==> config.mk <==
export PLATFORM = sky130hd
export DESIGN_NAME = serial_paralelo_rx_param
export DESIGN_NICKNAME = d
export VERILOG_FILES = /design/src/rtl/serial_paralelo_rx_param.sv
export SDC_FILE = /design/constraint.sdc
export NUM_CORES = 1
export LEC_CHECK = 0
export CAP_MARGIN = 5
export CELL_PAD_IN_SITES_DETAIL_PLACEMENT = 1
export CELL_PAD_IN_SITES_GLOBAL_PLACEMENT = 2
export CORE_MARGIN = 1
export CORE_UTILIZATION = 33
export DETAILED_ROUTE_END_ITERATION = 16
export PLACE_DENSITY_LB_ADDON = 0.1
export SLEW_MARGIN = 40
export SYNTH_ARGS = -nofsm -noshare
export SYNTH_HDL_FRONTEND = slang
export SYNTH_SLANG_ARGS = --single-unit
==> constraint.sdc <==
create_clock -name clk_32f -period 1.9 [get_ports clk_32f]
set_clock_uncertainty 0.2 [all_clocks]
set_input_delay 0.285 -clock clk_32f [delete_from_list [all_inputs] [get_ports clk_32f]]
set_output_delay 0.285 -clock clk_32f [all_outputs]
set_load 0.05 [all_outputs]
==> src/rtl/serial_paralelo_rx_param.sv <==
// -----------------------------------------------------------------------------
// serial_paralelo_rx_param
//
// Receive-side deserialiser for the PHY. Shifts the serial stream on data_in
// (MSB of each word first) into WIDTH-bit words, bit-aligns on COM_SYMBOL and
// declares the link up after LOCK_COUNT consecutive aligned commas. Once
// locked, every non-comma word is presented on data_out with a one-cycle
// valid strobe. Single clock domain (clk_32f).
//
// Parameters:
//   WIDTH       bits per parallel word (>= 2)
//   COM_SYMBOL  comma/idle word used for alignment (WIDTH bits)
//   LOCK_COUNT  consecutive aligned commas needed for lock (>= 1)
//
// Ports:
//   clk_32f         in   serial bit clock, rising edge active
//   default_values  in   asynchronous active-high reset, clears all state
//   data_in         in   serial data, MSB first
//   data_out        out  [WIDTH-1:0] last received non-comma word
//   valid           out  one-cycle strobe, data_out updated this cycle
//   active          out  link locked (level)
//
// Build option:
//   SP_RX_RELOCK_EN  when defined, a comma seen off the established word
//                    phase while locked drops active and re-runs the lock
//                    sequence on the new phase. When undefined, the bit
//                    phase is fixed once locked and only reset clears active.
// -----------------------------------------------------------------------------
module serial_paralelo_rx_param #(
   parameter int               WIDTH      = 8,
   parameter logic [WIDTH-1:0] COM_SYMBOL = WIDTH'(8'hBC),
   parameter int               LOCK_COUNT = 4
) (
   input  logic             clk_32f,
   input  logic             default_values,
   input  logic             data_in,
   output logic [WIDTH-1:0] data_out,
   output logic             valid,
   output logic             active
);

   localparam int BW = (WIDTH > 2) ? $clog2(WIDTH) : 1;
   localparam int CW = (LOCK_COUNT > 1) ? $clog2(LOCK_COUNT + 1) : 1;

   typedef enum logic [1:0] {
      SEARCH = 2'd0,
      SYNC   = 2'd1,
      ACTIVE = 2'd2
   } state_t;

   state_t           state_reg, state_next;
   // Only the newest WIDTH-1 bits need storing: every compare is made on
   // sr_next, which appends the bit sampled on the current edge.
   logic [WIDTH-2:0] sr_reg;
   logic [WIDTH-1:0] sr_next;
   logic [BW-1:0]    bit_cnt_reg, bit_cnt_next;
   logic [CW-1:0]    com_cnt_reg, com_cnt_next;
   logic [CW-1:0]    com_cnt_inc;
   logic [WIDTH-1:0] data_out_reg, data_out_next;
   logic             valid_reg, valid_next;
   logic             active_reg, active_next;
   logic             at_boundary;
   logic             is_com;

   assign sr_next     = {sr_reg, data_in};
   assign at_boundary = (bit_cnt_reg == BW'(WIDTH - 1));
   assign is_com      = (sr_next == COM_SYMBOL);
   assign com_cnt_inc = com_cnt_reg + 1'b1;

   // State and datapath registers
   always_ff @(posedge clk_32f or posedge default_values) begin
      if (default_values) begin
         state_reg    <= SEARCH;
         sr_reg       <= '0;
         bit_cnt_reg  <= '0;
         com_cnt_reg  <= '0;
         data_out_reg <= '0;
         valid_reg    <= 1'b0;
         active_reg   <= 1'b0;
      end else begin
         state_reg    <= state_next;
         sr_reg       <= sr_next[WIDTH-2:0];
         bit_cnt_reg  <= bit_cnt_next;
         com_cnt_reg  <= com_cnt_next;
         data_out_reg <= data_out_next;
         valid_reg    <= valid_next;
         active_reg   <= active_next;
      end
   end

   // Next-state and output logic
   always_comb begin
      state_next    = state_reg;
      bit_cnt_next  = at_boundary ? '0 : bit_cnt_reg + 1'b1;
      com_cnt_next  = com_cnt_reg;
      data_out_next = data_out_reg;
      valid_next    = 1'b0;
      active_next   = active_reg;

      unique case (state_reg)
         SEARCH: begin
            // Sliding compare on every edge; a hit fixes the word phase so
            // that the next boundary falls WIDTH edges later.
            if (is_com) begin
               bit_cnt_next = '0;
               com_cnt_next = CW'(1);
               if (LOCK_COUNT == 1) begin
                  state_next  = ACTIVE;
                  active_next = 1'b1;
               end else begin
                  state_next = SYNC;
               end
            end
         end

         SYNC: begin
            if (at_boundary) begin
               if (is_com) begin
                  com_cnt_next = com_cnt_inc;
                  if (com_cnt_inc == CW'(LOCK_COUNT)) begin
                     state_next  = ACTIVE;
                     active_next = 1'b1;
                  end
               end else begin
                  // Wrong phase (possibly a comma pattern straddling data):
                  // restart the search on the following edge.
                  state_next   = SEARCH;
                  com_cnt_next = '0;
               end
            end
         end

         ACTIVE: begin
            if (at_boundary) begin
               if (!is_com) begin
                  data_out_next = sr_next;
                  valid_next    = 1'b1;
               end
            end
`ifdef SP_RX_RELOCK_EN
            else if (is_com) begin
               // Comma off the current phase: adopt the new phase and
               // count it as the first comma of a fresh lock sequence.
               bit_cnt_next = '0;
               com_cnt_next = CW'(1);
               if (LOCK_COUNT == 1) begin
                  state_next  = ACTIVE;
                  active_next = 1'b1;
               end else begin
                  state_next  = SYNC;
                  active_next = 1'b0;
               end
            end
`endif
         end

         default: begin
            state_next   = SEARCH;
            com_cnt_next = '0;
         end
      endcase
   end

   assign data_out = data_out_reg;
   assign valid    = valid_reg;
   assign active   = active_reg;

endmodule

* Yosys cells after proc, flatten, opt, wreduce, memory -nomap -nowiden
Cells that the tools add are included.
** Operators by class
- Add/sub/neg operators :: 2
- Bitwise gates (word level) :: 2
- Mux-type cells :: 15
- Reductions and logical operators :: 5
- Equality and inequality tests :: 8
** Operator list (number)
- 2-to-1 mux 3 bit :: 6
- case mux 3 bit (3 select lines) :: 1
- equality test 8 bit, second input constant :: 1
- 2-to-1 mux 2 bit :: 4
- AND reduction 4 bit :: 2
- adder 3 x 1 -> 3 bit, second input constant :: 2
- equality test 3 bit, second input constant :: 2
- case mux 2 bit (3 select lines) :: 1
- AND reduction 3 bit :: 2
- inequality test 2 bit, second input constant :: 2
- 2-to-1 mux 1 bit :: 3
- inequality test 3 bit, second input constant :: 1
- equality test 2 x 1 -> 1 bit, second input constant :: 1
- equality test 2 bit, second input constant :: 1
- logical NOT 2 bit :: 1
- inverter 1 bit :: 2
** Word-level totals
- Flip-flop bits (word level) :: 25
- Bits of input ports :: 3
- Output and inout port bits :: 10
- Word-level logic and storage cells :: 39

* Longest topological paths before layout
- Depth in word-level cells :: 6
- Mapped depth :: 7
- Depth with buffers taken out :: 5

* Worst setup path before layout
OpenSTA, ideal clock, no wires.
- Kind :: register to register
- Start point :: register bit_cnt_reg[0]
- End point :: register data_out_reg[0], in the netlist data_out[0]
- Path slack :: -52 ps
- Setup time :: 125 ps
- Stages on the path, launching flop included :: 8
- Clock period less this slack :: 1952 ps
- Data arrival time :: 1627 ps
- Buffers on the path :: 2
- Data required time :: 1575 ps
- Cell sequence :: dfrtp_1 ha_1 ha_1 buf_2 and3b_1 a21bo_1 buf_6 mux2_4
** Between the ends
- Longest elaborated chain between the ends :: 2
** Ends and longest elaborated chain
- from (decl) :: RTL line 56 : logic [BW-1:0] bit_cnt_reg, bit_cnt_next;
- from (signal assigned) :: RTL line 83 : bit_cnt_reg <= bit_cnt_next;
- equality test 3 bit :: RTL line 66 : assign at_boundary = (bit_cnt_reg == BW'(WIDTH - 1));
- AND reduction 3 bit (no source line)
- to (signal assigned) :: RTL line 85 : data_out_reg <= data_out_next;
- to (decl) :: RTL line 59 : logic [WIDTH-1:0] data_out_reg, data_out_next;
No other way between the ends.
A chain may end at the register's enable or synchronous reset.

* Final worst setup path
- Start point :: register bit_cnt_reg[0]
- End point :: register data_out_reg[1], in the netlist data_out[1]
Same word-level chain as after synthesis.

==> impl_metrics.json <==
{
  "synth_fp_nets": 85,
  "dr.pass1.iters": 3,
  "max-slew-margin-rel_pct": 79.0,
  "crit_slowest_cell": "dfrtp_1",
  "worstRegToRegCells": 6,
  "synth_top_area_cell": "dfrtp_1",
  "grt_max_degree": 26,
  "largest_reg_flops": 8,
  "drtAntennaViolNets": 0,
  "final_cells": 144,
  "synthSimpleGateAreaFrac_pct": 11.9,
  "clk_pin_slew_ps": 130,
  "synth_edf_count": 0,
  "grt_util_all_layers_pct": 13.5,
  "yosys-top-cells-count": "dfrtp_1 (25), mux2_4 (8), ha_1 (4), inv_1 (4), o21ai_0 (3)",
  "num-fill-cells": 338,
  "fmax_mhz": 547,
  "coreArea_um2": 3080,
  "synthArstFlopShare_pct": 100,
  "design_power_total_uw": 945,
  "grt_antenna_before_repair": 0,
  "pre_cts_ws_ps": -75.4,
  "grt_pass1_vias": 709,
  "clkLatencyLatePin_ps": 310,
  "tightest_slew_ps": 315,
  "yosys_warnings": 0,
  "powerDensity_nw_per_um2": 700,
  "min_period_ps": 1830,
  "place_hpwl_mm": 1.42,
  "crit_fanout": 4,
  "drc_errors": 0,
  "numPortBuffers": 12,
  "path_class": "reg2reg",
  "drive_gt1_share_pct": 37.0,
  "cts_made_buffers": 3,
  "routedWlPerCell_um": 13.9,
  "synthDistinctLibCells": 28,
  "wirelength_mm": 2.01,
  "startpoint_type": "register",
  "vias": 661,
  "hold_viol_final": 0,
  "p_leak_uw": 0.000695,
  "gp_congestion": 0.720,
  "crit_family": "flip-flops",
  "dieArea_um2": 3490,
  "critPathBufInv": 1,
  "rr_startpoint": "bit_cnt_reg[0]",
  "setup_slack_ps": 71.3,
  "worstPathArrival_ps": 1840,
  "die_x_um": 59.1,
  "ys_top_cells_by_area": "dfrtp_1 (58%), mux2_4 (11%), ha_1 (4.7%), nor4b_4 (2.2%), buf_6 (2.1%)",
  "synth_fa_ha_area_share_pct": 4.65,
  "hp-class": "in2async",
  "endpoint": "data_out[1]",
  "dp_cells": 138,
  "synth_compound_area_share_pct": 9.07,
  "synth_xor_xnor_area_share_pct": 0,
  "worstPathRequired_ps": 1910,
  "ir_worst_vdd_mv": 0.310,
  "setup.worst_path.end_class": "register",
  "overflow": 0,
  "grt_pass1_wl_mm": 3.44,
  "finalNetCount": 108,
  "r2r_slack_ps": 70,
  "path_depth": 6,
  "final_util_pct": 43.9,
  "netlist_instances": 78,
  "synthFlopType": "dfrtp_1",
  "r2r-end": "data_out[1]",
  "synth_seq_cells": 25,
  "rsz0062_at_grt": "false",
  "drtIter0Drc": 12,
  "num_rows": 20,
  "clock_sinks": 25,
  "finalMaxSlewViolations": 0,
  "cts-root-buf": "clkbuf_4",
  "areaGrowthSynthToFinish_pct": 25.5,
  "period_share_pct": 96.2,
  "h-tree-depth": 1,
  "path_cells": "ha_2, ha_4, and3b_1, a21bo_4, clkbuf_16, mux2_4",
  "antenna_cells": 0,
  "routed_via_density": 4.59,
  "setup_viol": 0,
  "run_status": "completed",
  "cap_violations": 0,
  "cp-startpoint": "bit_cnt_reg[0]",
  "io-pin-count": 13,
  "initial_core_util_pct": 35.0,
  "yosysSeqAreaShare_pct": 58.1,
  "synth_top_family_by_area": "simple AND/OR/NAND/NOR gates",
  "synth_top_cell_area_share_pct": 58.1,
  "avgSynthCellArea_um2": 13.8,
  "max_stage_delay_ps": 400,
  "clockBufferDepth": 2,
  "hold_ws_ps": 113,
  "yosysMostFrequentCell": "dfrtp_1",
  "syn-cell-area_um2": 1080,
  "fp.dieH_um": 59.1,
  "synthMuxAreaShare_pct": 11.2,
  "cts_tree": "done"
}
-- through the flow --
step / setup TNS [ps] / area, um^2
2_1_floorplan: 0 / 1090
3_3_place_gp: -157 / 1270
3_5_place_dp: -618 / 1270
4_1_cts: 0 / 1300
5_1_grt: 0 / 1350
6_report: 0 / 1350
-- report_power, final --
part	switching, uW	internal [uW]	total [uW]
Sequential	26.4	572	599
Combinational	53.7	62.7	116
Clock	148	81.8	230
-- cell families (layout without fill, tap and decap cells) --
family,Yosys count,in the layout
AO/OA/AOI/OAI,13,13
multiplexers,8,8
adder cells (fa/ha/maj),4,4
buffers and inverters,10,32
AND/OR/NAND/NOR,18,18
flip-flops,25,25
-- worst min path at each step --
stage | from | end | slack, ps | cells after the start
final | default_values | data_out[7] | 110 | 3
after global routing | default_values | data_out[1] | 140 | 3
after CTS | default_values | data_out[7] | 110 | 3
after detailed placement | sr_reg[3] | sr_reg[4] | 190 | 0
after global placement | sr_reg[3] | sr_reg[4] | 190 | 0
after floorplan | default_values | active | 110 | 1
-- layer usage --
layer	GRT usage, %	wire, um	up-vias
li1	-	-	317
met5	0	0	-
met1	18.0	909	335
met2	21.1	1030	7
met4	6.12	19	0
met3	2.62	46	2
-- cell type report --
cell class / count / area [um^2] / area share (%)
clock buffer: 4 / 26.3 / 1.95
tap: 44 / 55.1 / 4.08
timing repair buffer: 23 / 208 / 15.4
sequential: 25 / 626 / 46.3
multi-input combinational: 43 / 417 / 30.9
inverter: 5 / 18.8 / 1.39
-- worst reg2reg max path: stages (launching register included) --
cell       delay (ps)
dfrtp_1           400
ha_2              190
ha_4              150
and3b_1           160
a21bo_4           210
clkbuf_16         140
mux2_4            280
-- cell usage in the layout (no fill, tap or decap), types with 2 or more instances in the layout --
cell              n
dfrtp_1          25
nand4_1           2
and2_1            2
nor3b_1           2
buf_4            19
mux2_4            8
nor2b_1           2
a41o_1            2
nand2_1           2
a21boi_1          2
nor2_1            2
o21ai_0           3
inv_1             4
ha_1              2
clkdlybuf4s50_1   2
clkbuf_4          3
o311ai_1          2
-- what timing repair did --
| action | in CTS | in global routing |
|---|---|---|
| resized for setup | 0 | 3 |
| endpoints found under the setup margin | 0 | 8 |
| buffers inserted | 0 | 1 |
| hold buffers | 0 | 0 |
Note: power is estimated with default switching activity, not from simulation.
